==> src/rtl/hack_alu_arbiter.sv <==
// Round-robin arbiter sharing one external combinational Hack ALU between two requesters.
// Optional grant statistics counters are enabled by defining HACK_ALU_ARB_STATS_EN.
module hack_alu_arbiter #(
   parameter int WIDTH         = 16,
   parameter int SETTLE_CYCLES = 2
) (
   input  logic             clk,
   input  logic             rst,
   input  logic             req0_valid,
   output logic             req0_ready,
   input  logic [WIDTH-1:0] req0_x,
   input  logic [WIDTH-1:0] req0_y,
   input  logic [5:0]       req0_ctl,
   input  logic             req1_valid,
   output logic             req1_ready,
   input  logic [WIDTH-1:0] req1_x,
   input  logic [WIDTH-1:0] req1_y,
   input  logic [5:0]       req1_ctl,
   output logic             rsp_valid,
   input  logic             rsp_ready,
   output logic             rsp_id,
   output logic [WIDTH-1:0] rsp_out,
   output logic             rsp_zr,
   output logic             rsp_ng,
   output logic [WIDTH-1:0] alu_x,
   output logic [WIDTH-1:0] alu_y,
   output logic [5:0]       alu_ctl,
   input  logic [WIDTH-1:0] alu_out,
   input  logic             alu_zr,
   input  logic             alu_ng
`ifdef HACK_ALU_ARB_STATS_EN
   ,
   output logic [15:0]      grant0_count,
   output logic [15:0]      grant1_count
`endif
);

   typedef enum logic [1:0] {
      S_IDLE,
      S_ISSUE,
      S_CAPTURE,
      S_RESP
   } state_t;

   localparam logic [3:0] CNT_LAST = 4'(SETTLE_CYCLES - 1);

   state_t           r_state;
   state_t           w_state_nxt;
   logic [3:0]       r_cnt;
   logic             r_last_grant;
   logic             r_id;
   logic [WIDTH-1:0] r_alu_x;
   logic [WIDTH-1:0] r_alu_y;
   logic [5:0]       r_alu_ctl;
   logic             r_rsp_id;
   logic [WIDTH-1:0] r_rsp_out;
   logic             r_rsp_zr;
   logic             r_rsp_ng;

   logic             w_grant0;
   logic             w_grant1;
   logic             w_accept;
   logic             w_handshake;

   // On a tie the requester that was not served last wins.
   assign w_grant0    = req0_valid & (~req1_valid | r_last_grant);
   assign w_grant1    = req1_valid & (~req0_valid | ~r_last_grant);
   assign req0_ready  = (r_state == S_IDLE) & w_grant0;
   assign req1_ready  = (r_state == S_IDLE) & w_grant1;
   assign w_accept    = req0_ready | req1_ready;
   assign rsp_valid   = (r_state == S_RESP);
   assign w_handshake = rsp_valid & rsp_ready;

   always_comb begin
      // NOTE: default first so every path assigns the next state and no latch is inferred.
      w_state_nxt = r_state;
      case (r_state)
         S_IDLE:    if (w_accept) w_state_nxt = S_ISSUE;
         S_ISSUE:   if (r_cnt == CNT_LAST) w_state_nxt = S_CAPTURE;
         S_CAPTURE: w_state_nxt = S_RESP;
         S_RESP:    if (w_handshake) w_state_nxt = S_IDLE;
         default:   w_state_nxt = S_IDLE;
      endcase
   end

   always_ff @(posedge clk or posedge rst) begin
      // NOTE: non-blocking assignments keep every register sampling pre-edge values.
      if (rst) r_state <= S_IDLE;
      else     r_state <= w_state_nxt;
   end

   // Operand registers drive the ALU and keep their value outside ISSUE to avoid toggling.
   always_ff @(posedge clk or posedge rst) begin
      if (rst) begin
         r_cnt        <= 4'd0;
         r_last_grant <= 1'b1;
         r_id         <= 1'b0;
         r_alu_x      <= '0;
         r_alu_y      <= '0;
         r_alu_ctl    <= 6'd0;
      end else if (w_accept) begin
         r_cnt        <= 4'd0;
         r_last_grant <= req1_ready;
         r_id         <= req1_ready;
         r_alu_x      <= req1_ready ? req1_x   : req0_x;
         r_alu_y      <= req1_ready ? req1_y   : req0_y;
         r_alu_ctl    <= req1_ready ? req1_ctl : req0_ctl;
      end else if (r_state == S_ISSUE) begin
         r_cnt        <= r_cnt + 4'd1;
      end
   end

   always_ff @(posedge clk or posedge rst) begin
      if (rst) begin
         r_rsp_id  <= 1'b0;
         r_rsp_out <= '0;
         r_rsp_zr  <= 1'b0;
         r_rsp_ng  <= 1'b0;
      end else if (r_state == S_CAPTURE) begin
         r_rsp_id  <= r_id;
         r_rsp_out <= alu_out;
         r_rsp_zr  <= alu_zr;
         r_rsp_ng  <= alu_ng;
      end
   end

   assign alu_x   = r_alu_x;
   assign alu_y   = r_alu_y;
   assign alu_ctl = r_alu_ctl;
   assign rsp_id  = r_rsp_id;
   assign rsp_out = r_rsp_out;
   assign rsp_zr  = r_rsp_zr;
   assign rsp_ng  = r_rsp_ng;

`ifdef HACK_ALU_ARB_STATS_EN
   logic [15:0] r_grant0_count;
   logic [15:0] r_grant1_count;

   // Free-running counters; wrap naturally from 0xFFFF to 0x0000.
   always_ff @(posedge clk or posedge rst) begin
      if (rst) begin
         r_grant0_count <= 16'd0;
         r_grant1_count <= 16'd0;
      end else begin
         if (req0_ready) r_grant0_count <= r_grant0_count + 16'd1;
         if (req1_ready) r_grant1_count <= r_grant1_count + 16'd1;
      end
   end

   assign grant0_count = r_grant0_count;
   assign grant1_count = r_grant1_count;
`endif

endmodule
==> config.mk <==
export PLATFORM = sky130hd
export DESIGN_NAME = hack_alu_arbiter
export DESIGN_NICKNAME = d
export VERILOG_FILES = /design/src/rtl/hack_alu_arbiter.sv
export SDC_FILE = /design/constraint.sdc
export NUM_CORES = 1
export LEC_CHECK = 0
export CAP_MARGIN = 40
export CORE_MARGIN = 4
export CORE_UTILIZATION = 41
export CTS_BUF_LIST = sky130_fd_sc_hd__clkbuf_16
export DETAILED_ROUTE_END_ITERATION = 6
export PLACE_DENSITY_LB_ADDON = 0.12
export REMOVE_ABC_BUFFERS = 1
export SYNTH_ARGS = -nofsm -noshare
export SYNTH_HDL_FRONTEND = slang
export SYNTH_SLANG_ARGS = --single-unit
==> constraint.sdc <==
create_clock -name clk -period 5.22 [get_ports clk]
set_input_delay 0.783 -clock clk [delete_from_list [all_inputs] [get_ports clk]]
set_output_delay 0.783 -clock clk [all_outputs]
set_load 0.01 [all_outputs]
# After elaboration in Yosys (flattened, before gate mapping)

Cells that the tools add are included.

$add $sub $neg: 1
Multipliers: 0
Divide/modulo/power cells: 0
Order comparisons: 0
Eq/ne operators: 7
Shifts and indexed selects: 0
Multiplexer cells: 9
Bitwise gates (word level): 11
Reductions and logical operators: 3

Operator list:

| operator                                             | number |
|---|---|
| 2-to-1 mux 16 bit                                    | 2 |
| 2-to-1 mux 4 bit                                     | 2 |
| one-hot mux 2 bit (4 select lines)                   | 1 |
| 2-to-1 mux 2 bit                                     | 3 |
| 2-to-1 mux 6 bit                                     | 1 |
| AND 1 bit                                            | 5 |
| adder 4 x 1 -> 4 bit (second input constant)         | 1 |
| equality test 2 bit (second input constant)          | 2 |
| equality test 4 x 1 -> 1 bit (second input constant) | 1 |
| != test 2 bit (second input constant)                | 2 |
| NOT 1 bit                                            | 3 |
| bitwise OR 1 bit                                     | 3 |
| AND reduction 3 bit                                  | 1 |
| equality test 2 x 1 -> 1 bit (second input constant) | 1 |
| zero test 2 bit                                      | 1 |
| != test 2 x 1 -> 1 bit (second input constant)       | 1 |
| nonzero test 2 bit                                   | 1 |

Register bits: 65
Bits in latches: 0
RAM bits: 0
ROM bits: 0
Input bits: 99
Output and inout port bits: 60
Word-level logic and storage cells: 42
Memories: 0

# Logic depth before layout (Yosys ltp)

Gate-level depths: netlist of the first run.

Depth after elaboration: 7
Mapped depth: 8
Mapped depth without buffers: 5

# Worst setup path before layout of the first run

Ideal clock, no wire load.

Kind: in2out
From: input port req1_valid
To: output port req0_ready
Data arrival time: 1444 ps
Data required time: 4437 ps
Slack: 2993 ps
Stages: 4
Cells stage by stage: buf_6 buf_2 buf_2 a21oi_1

Word-level cells in the longest chain between the ends: 4

RTL lines:

| item             | line | text |
|---|---|---|
| start, declared  | 14   | `input logic req1_valid,` |
| NOT 1 bit        | 66   | `assign w_grant0 = req0_valid & (~req1_valid \| r_last_grant);` |
| bitwise OR 1 bit | 66   |  |
| AND 1 bit        | 66   |  |
| AND 1 bit        | 68   | `assign req0_ready = (r_state == S_IDLE) & w_grant0;` |
| end, declared    | 10   | `output logic req0_ready,` |

No other way between the ends.

# Worst setup path after layout of the first run

From: input port req1_valid
To: output port req1_ready

Word-level cells in the longest chain between the ends: 2

RTL lines:

| item          | line | text |
|---|---|---|
| AND 1 bit     | 67   | `assign w_grant1 = req1_valid & (~req0_valid \| ~r_last_grant);` |
| AND 1 bit     | 69   | `assign req1_ready = (r_state == S_IDLE) & w_grant1;` |
| end, declared | 15   | `output logic req1_ready,` |

No other way between the ends.

==> metrics.txt, run 1 <==
Least-Margin Pin Slew=0.863 ns; Setup Buffers After CTS=0; most frequent cell after synthesis=dfrtp_1; die area=approximately 9300 um2; internal power=~1.9 mW; CTS root buffer=clkbuf_16; crit path DAT=approximately 2.6 ns; Total Wirelength=9.44 mm; Final setup viols=0; drt first-iter violations=144; Worst setup SP type=input pin; fraction of registers with async set/reset=100%; Vias=about 3.1k; RD Place Congestion=~0.8; FF+latch count, synth=65; CTS Hold Bufs=0; r2r setup slk=2.36 ns; Reg2Reg Launch Point=r_state[0]; Yosys warnings=0; final std cells w/o fill=between 500 and 600; layout cells sized above 1=around 10%; Detail Route Antenna Nets=0; Crit Reg-Reg Endpoint=alu_y[1]; die height=about 96 um; vias in the first global route=2890; total power=2.89 mW; Cells after Synth=313; cell taking the most area after synthesis=dfrtp_1; clock share of power=19.7%; WL/cell=between 15 and 20 um; CTS buffer count=9; Cell Area, Synth=about 3200 um2; status=finished clean; antenna cells=0; Hold Path Stages=1; Cell variety after synth=29; EDFF count, synth=0; Initial DRT Pass Iterations=4; crit path capture=req1_ready; pre-CTS WS=1.86 ns; post-layout util=about two thirds; PostCTS Resize Cnt=0; max-slew violation count=0; I/O Pins=~160; PwrDens=between 500 and 600 nW/um2; Placed Area=around 4800 um2; hold_ws=0.500 ns; largest net degree at the start of global routing=66; initial antenna violation count=0; P_sw=around 1.0 mW; worst-case clock buffer depth=2; worst path required time=~4.4 ns; most frequent cells after synthesis=64 x dfrtp_1, 45 x nor2_1, 38 x a31oi_1, 38 x o2111ai_1, 30 x o21ai_0; DIE WIDTH=slightly below 100 um; CTS tree=yes; part of the Yosys area used for sequential elements=about half; Reg clk slew, reported paths=0.05 ns; RSZ-0062 raised after global routing=no; htree depth=3; grt ovf=0; Via density=5.51; area grow syn2layout=58.9%; period utilization=roughly 65%; R2R depth=6; Setup Crit Path Kind=input pin to primary output; max_cap viols=0; clock sinks=65; Final Instance Area=approximately 5100 um2; synthesized area per cell=between 10 and 15 um2; clock insertion delay at the later pin of the skew report=0.32 ns; worst setup path start=req1_valid; Hold Fails Final Rpt=0; Fmax achieved=0.296 GHz; Total Routing Usage GR=20.0%; Cell Rows=31; top post-synthesis cells by area=dfrtp_1 50%, o2111ai_1 10%, a31oi_1 7.5%; most common flop cell mapped by yosys=dfrtp_1; LEAKAGE=~1.9 nW; # DRC=0; first-pass GRT wire length=~14 mm; Hold Path Class=flop to flop; clock skew=around 0.0070 ns; post-layout minimum cycle time=3.38 ns; Switching Fraction=around a third; Worst slew margin=a little over two fifths; CP max FO=19; maximum vdd drop=about 0.24 mV; fin nets=about 560; Seq pwr share=between 30% and 40%; Worst Setup End Kind=primary output; Inst Count DP=about 540; final setup TNS=0 ns; Initial Util=between 40% and 50%; total core area=roughly 7400 um2; port bufs=~160; Logic pwr share=between 40% and 50%; DPL Wire Length=~6.4 mm; setup slack after layout=between 1.5 and 2 ns; Synth top area share=50.2%
## final cells by class
cell class              instances  area [um2]
fillers                       573        2340
repair buffers                165        1640
flip-flops and latches         65        1630
multi-input cells             203        1360
clock buffers                   9         225
well taps                      99         124
clock inverters                 7        61.3
inverters                       7        26.3
## logic make-up (layout without fill, tap and decap cells)
kind of cell    after synthesis  in the layout  synth area share (%)
compound gates              122            122                  25.8
xor+xnor                      3              3                 0.824
fa+ha+maj                     6              6                  2.35
buf+inv                      45            188                  6.39
flops                        65             65                  51.0
mux                          20             20                  7.06
simple gates                 52             52                  6.59
## metal layers
layer  vias up  wire length [um]  global-route usage (%)
li1       1456                 -                       -
met1      1456              3830                    25.3
met2       134              4450                    31.4
met4         0               155                    8.41
met3        10              1010                    6.57
met5         -                 0                       0
## sequential cells by signal, indices dropped and copies added (netlist names)
| signal | flops |
|---|---|
| r_state | 2 |
| r_last_grant | 1 |
| alu_ctl | 6 |
| rsp_ng | 1 |
| rsp_out | 16 |
| r_id | 1 |
| alu_x | 16 |
| r_cnt | 4 |
| alu_y | 16 |
| rsp_zr | 1 |
| rsp_id | 1 |
## power groups by stage
stage	clock (mW)	combinational (mW)	sequential (mW)
2_1_floorplan	0	0.601	1.01
3_3_place_gp	0	1.42	0.901
3_5_place_dp	0	1.44	0.910
4_1_cts	0.578	1.44	0.907
5_1_grt	0.601	1.55	0.935
6_report	0.568	1.42	0.903
## worst max-delay path: stages
cell and delay (ns):
clkdlybuf4s50_1 0.80, buf_8 0.24, nand2_1 0.09, nor2_1 0.14, clkdlybuf4s50_1 0.54
## how the worst min path moves through the flow
stage,to,slack (ns),from
after CTS,rsp_out[11],0.51,rsp_out[11]
final,rsp_out[11],0.50,rsp_out[11]
after global routing,rsp_out[15],0.51,rsp_out[15]
after global placement,rsp_out[15],0.49,rsp_out[15]
after detailed placement,rsp_out[11],0.49,rsp_out[11]
after floorplan,rsp_id,0.48,r_id
## cell usage in the layout, fill, tap and decap left out, drive strengths merged, types with 2 or more instances in the layout
| cell type | netlist | final |
|---|---|---|
| dfrtp | 64 | 64 |
| nor2 | 45 | 45 |
| clkinvlp | 0 | 2 |
| buf | 15 | 7 |
| a21oi | 2 | 2 |
| o21ai | 38 | 38 |
| clkdlybuf4s50 | 0 | 158 |
| clkinv | 0 | 4 |
| ha | 6 | 6 |
| mux2 | 20 | 20 |
| a31oi | 38 | 38 |
| inv | 7 | 7 |
| clkbuf | 23 | 9 |
| nand2 | 3 | 3 |
| o22ai | 2 | 2 |
| o2111ai | 38 | 38 |
| xor2 | 2 | 2 |
(Power assumes the default switching activity.)
==> run 2: changes to the inputs <==
- CORE_UTILIZATION: 41 -> 40
- clock period: 5.22 -> 3.3 ns (I/O delays scaled with it)
==> metrics.txt, run 2 (synthesized netlist as in run 1, its figures left out) <==
final std cells w/o fill=561 (was 555); clock skew=0.00632 ns (was 0.00700 ns); Worst slew margin=43.9% (was 42.4%); grt ovf=0 (unchanged); layout cells sized above 1=10.0% (was 10.1%); clock sinks=65 (unchanged); clock insertion delay at the later pin of the skew report=0.31 ns (was 0.32 ns); Total Wirelength=9.80 mm (was 9.44 mm); Setup Buffers After CTS=0 (unchanged); DPL Wire Length=6.56 mm (was 6.35 mm); Initial DRT Pass Iterations=5 (was 4); Initial Util=41.3% (was 43.1%); RD Place Congestion=0.793 (was 0.788); Reg clk slew, reported paths=0.05 ns (about the same); setup slack after layout=0.770 ns (was 1.84 ns); worst path required time=2.80 ns (was 4.44 ns); status=finished clean (unchanged); Via density=5.48 (was 5.51); htree depth=3 (unchanged); Cell Rows=32 (was 31); Vias=3076 (was 3056); port bufs=158 (unchanged); crit path DAT=2.04 ns (was 2.59 ns); Total Routing Usage GR=20.5% (was 20.0%); # DRC=0 (unchanged); CTS Hold Bufs=0 (unchanged); pre-CTS WS=0.928 ns (was 1.86 ns); CTS tree=yes (unchanged); LEAKAGE=1.95 nW (was 1.92 nW); hold_ws=0.502 ns (was 0.500 ns); fillers=618 (was 573); R2R depth=8 (was 6); largest net degree at the start of global routing=77 (was 66); CP max FO=21 (was 19); Hold Path Stages=1 (unchanged); r2r setup slk=1.05 ns (was 2.36 ns); hold wc startpoint=rsp_out[12] (was rsp_out[11]); max_cap viols=0 (unchanged); WL/cell=17.5 um (was 17.0 um); Fmax achieved=roughly 0.40 GHz; Hold Crit Endpoint=rsp_out[12] (was rsp_out[11]); Setup Crit Path Kind=flop to primary output (was input pin to primary output); total core area=7730 um2 (was 7410 um2); Reg2Reg Launch Point=r_state[0] (unchanged); final setup TNS=0 ns (unchanged); period utilization=roughly three quarters; most common cell after layout, fill and taps aside=clkdlybuf4s50_1 (unchanged); max-slew violation count=0 (unchanged); antenna cells=0 (unchanged); Inst Count DP=545 (was 539); CTS buffer count=9 (unchanged); drt first-iter violations=123 (was 144); Worst Setup End Kind=primary output (unchanged); Final setup viols=0 (unchanged); RSZ-0062 raised after global routing=no (unchanged); worst-case clock buffer depth=2 (unchanged); die height=97.3 um (was 96.2 um); Detail Route Antenna Nets=0 (unchanged); die area=9470 um2 (was 9260 um2); I/O Pins=159 (unchanged); vias in the first global route=3064 (was 2890); Least-Margin Pin Slew=0.841 ns (was 0.863 ns); Hold Path Class=flop to flop (unchanged); CTS root buffer=clkbuf_16 (unchanged); most frequent cells in the layout=158 x clkdlybuf4s50_1, 64 x dfrtp_1, 45 x nor2_1, 38 x o2111ai_1, 38 x a31oi_1 (unchanged); PwrDens=905 nW/um2 (was 571 nW/um2); Worst setup SP type=flop (was input pin); first-pass GRT wire length=15.7 mm (was 14.4 mm); Crit Reg-Reg Endpoint=alu_x[2] (was alu_y[1]); post-layout minimum cycle time=2.53 ns; maximum vdd drop=0.358 mV (was 0.245 mV); fin nets=559 (was 556); area grow syn2layout=59.5% (was 58.9%); initial antenna violation count=0 (unchanged); PostCTS Resize Cnt=0 (unchanged); DIE WIDTH=97.3 um (was 96.2 um); Hold Fails Final Rpt=0 (unchanged)
## run 2: changes by cell type in the layout (fill, tap and decap cells not counted), sizes merged
| cell | change |
|---|---|
| clkinvlp | -2 |
| inv | +2 |
| buf | +3 |
## run 2: worst max-delay path by stage
stage,cells past startpoint,start,to,slack (ns)
floorplan,4,r_state[0],alu_ctl[0],0.14
global placement,4,req1_valid,req0_ready,0.94
detailed placement,4,req1_valid,req0_ready,0.93
CTS,6,r_state[0],req1_ready,0.77
global route,6,r_state[0],req1_ready,0.65
finish,6,r_state[0],req1_ready,0.77
## run 2: report_power, final
group	total (mW)	internal, mW	switching [mW]
Combinational	2.30	1.20	1.10
Sequential	1.43	1.21	0.218
Clock	0.880	0.569	0.311
Total	4.61	2.98	1.63
## run 2: area by class of cell
| class | instances | area (um2) | area share (%) |
|---|---|---|---|
| repair buffers | 168 | 1670 | 32.8 |
| flip-flops and latches | 65 | 1630 | 32.0 |
| multi-input cells | 203 | 1360 | 26.7 |
| clock buffers | 9 | 225 | 4.42 |
| well taps | 102 | 128 | 2.51 |
| clock inverters | 7 | 53.8 | 1.06 |
| inverters | 7 | 26.3 | 0.516 |
## run 2: metrics by stage
step                util, %  total power [mW]  instance area, um2
floorplan                 -              2.54                3010
global placement       62.3              3.71                4810
detailed placement     62.3              3.75                4810
CTS                    65.9              4.66                5090
global route           65.9              4.92                5090
finish                 65.9              4.61                5090
## run 2: critical path, cell delays in order (launching register included)
cell and delay (ns):
dfrtp_1 0.41, inv_1 0.10, ha_1 0.15, buf_4 0.27
nand2_1 0.12, nor2_1 0.12, clkdlybuf4s50_1 0.54
## run 2: layer usage
metal | track usage, % | vias to the layer above | part of all wire (%) | routed length (um)
met4 | 6.50 | 0 | 1.0 | 98
met3 | 7.11 | 6 | 9.6 | 944
met2 | 32.7 | 144 | 48 | 4660
li1 | - | 1468 | - | -
met1 | 26.3 | 1458 | 42 | 4090
met5 | 0 | - | 0 | 0
==> run 3: changes to the inputs <==
- clock period: 3.3 -> 2.5 ns (I/O delays scaled with it)
==> metrics.txt, run 3 (synthesized netlist as in run 1, its figures left out) <==
clock share of power=19.5% (was 19.1%); RSZ-0062 raised after global routing=no (unchanged); grt ovf=0 (unchanged); post-layout minimum cycle time=between 2 and 2.5 ns; r2r setup slk=0.53 ns (was 1.05 ns); PostCTS Resize Cnt=0 (unchanged); Hold Path Class=input pin to async pin (was flop to flop); clock sinks=65 (unchanged); Initial Util=41.3% (unchanged); CTS Hold Bufs=0 (unchanged); fin nets=562 (was 559); CTS root buffer=clkbuf_16 (unchanged); Least-Margin Pin Slew=0.435 ns (was 0.841 ns); Reg2Reg Launch Point=r_state[0] (unchanged); Initial DRT Pass Iterations=4 (was 5); Hold Fails Final Rpt=0 (unchanged); internal power=3.98 mW (was 2.98 mW); Slowest-stage cell, CP=clkdlybuf4s50_1 (unchanged); total core area=7730 um2 (unchanged); setup slack after layout=0.284 ns (was 0.770 ns); Final Instance Area=5140 um2 (was 5090 um2); status=finished clean (unchanged); DPL Wire Length=6.69 mm (was 6.56 mm); period utilization=between 80% and 90%; port bufs=158 (unchanged); I/O Pins=159 (unchanged); worst path required time=2.12 ns (was 2.80 ns); htree depth=3 (unchanged); Crit path max-delay family=buffers and inverters (unchanged); clock insertion delay at the later pin of the skew report=0.31 ns (about the same); area grow syn2layout=61.3% (was 59.5%); CTS buffer count=9 (unchanged); layout cells sized above 1=11.5% (was 10.0%); Detail Route Antenna Nets=0 (unchanged); Switching Fraction=35.3% (about the same); Final setup viols=0 (unchanged); Setup Buffers After CTS=0 (unchanged); die height=97.3 um (unchanged); drt first-iter violations=166 (was 123); Worst setup SP type=flop (unchanged); maximum vdd drop=0.464 mV (was 0.358 mV); P_sw=2.17 mW (was 1.63 mW); Placed Area=4860 um2 (was 4810 um2); Total Routing Usage GR=20.1% (was 20.5%); CP bufs+invs=2 (was 3); Worst slew margin=71.0% (was 43.9%); R2R depth=7 (was 8); Setup Crit Path Kind=flop to primary output (unchanged); clock skew=0.00481 ns (was 0.00632 ns); Total Wirelength=9.68 mm (was 9.80 mm); max-slew violation count=0 (unchanged); Cell Rows=32 (unchanged); Cell Chain, Critical Path=inv_1 > ha_1 > nand2_1 > nor2_1 > clkdlybuf4s50_1 (was inv_1 > ha_1 > buf_4 > nand2_1 > nor2_1 > clkdlybuf4s50_1); DIE WIDTH=97.3 um (unchanged); Seq pwr share=30.6% (was 31.0%); Inst Count DP=548 (was 545); most frequent cells in the layout=158 x clkdlybuf4s50_1, 64 x dfrtp_1, 45 x nor2_1, 38 x o2111ai_1, 38 x a31oi_1 (unchanged); Logic pwr share=49.9% (about the same); LEAKAGE=1.97 nW (was 1.95 nW); die area=9470 um2 (unchanged); largest net degree at the start of global routing=47 (was 77); total power=6.15 mW (was 4.61 mW); antenna cells=0 (unchanged); PwrDens=1200 nW/um2 (was 905 nW/um2); Reg clk slew, reported paths=0.05 ns (about the same); crit path DAT=1.84 ns (was 2.04 ns); max_cap viols=0 (unchanged); worst-case clock buffer depth=2 (unchanged); # DRC=0 (unchanged); vias in the first global route=3092 (was 3064); CP max FO=4 (was 21); RD Place Congestion=0.767 (was 0.793); Vias=3065 (was 3076); Crit Reg-Reg Endpoint=alu_y[8] (was alu_x[2]); most common cell after layout, fill and taps aside=clkdlybuf4s50_1 (unchanged); initial antenna violation count=0 (unchanged); pre-CTS WS=0.383 ns (was 0.928 ns); WL/cell=17.2 um (was 17.5 um); Via density=5.43 (was 5.48); final std cells w/o fill=564 (was 561); Worst Setup End Kind=primary output (unchanged); first-pass GRT wire length=15.8 mm (was 15.7 mm); CP peak stage delay=0.55 ns (was 0.54 ns); CTS tree=yes (unchanged); Fmax achieved=between 0.4 and 0.5 GHz
[run 3: cell count changes in the layout (fill, tap and decap cells not counted)]
| cell | change |
|---|---|
| buf_12 | +2 |
| buf_4 | +1 |
| clkinv_1 | -2 |
| clkinv_2 | +3 |
| clkinvlp_4 | +1 |
| inv_1 | -2 |
[run 3: worst max path at each step]
stage                     startpoint         end  depth (start not counted)
after floorplan           r_state[0]  alu_ctl[0]                          4
after global placement    req1_valid  req0_ready                          4
after detailed placement  req1_valid  req0_ready                          4
after CTS                 r_state[0]  req1_ready                          5
after global routing      r_state[0]  req0_ready                          5
final                     r_state[0]  req1_ready                          5
[run 3: metrics by stage]
| stage | hold WS, ns | setup TNS, ns | util, % |
|---|---|---|---|
| 2_1_floorplan | 0.479 | -28.76 | - |
| 3_3_place_gp | 0.488 | 0 | 62.9 |
| 3_5_place_dp | 0.495 | 0 | 62.9 |
| 4_1_cts | 0.491 | 0 | 66.6 |
| 5_1_grt | 0.519 | 0 | 66.6 |
| 6_report | 0.480 | 0 | 66.6 |
[run 3: cell type report]
type                       count  area [um2]
multi-input combinational    203        1360
timing repair buffer         171        1720
fill                         615        2580
clock buffer                   9         225
sequential                    65        1630
tap                          102         128
clock inverter                 7        61.3
inverter                       7        26.3
[run 3: power by group through the flow]
stage               combinational (mW)  sequential (mW)  clock (mW)
CTS                               3.11             1.89        1.22
global placement                  3.05             1.88           0
floorplan                         1.25             2.10           0
global route                      3.34             1.95        1.27
finish                            3.07             1.88        1.20
detailed placement                3.09             1.90           0
[run 3: routing by layer]
layer | global-route usage, % | up-vias | share of wire (%)
met5 | 0 | - | 0
met2 | 31.7 | 137 | 46
met1 | 26.4 | 1450 | 43
met3 | 6.39 | 12 | 9.0
met4 | 6.50 | 0 | 1.8
li1 | - | 1466 | -
[run 3: worst register-to-register path, cell delays in order, from the launching register on]
cell and delay, ns:
dfrtp_1 0.42, inv_1 0.10, ha_1 0.25, buf_4 0.31
o21a_2 0.34, buf_12 0.25, nor2_1 0.07, a31oi_1 0.16
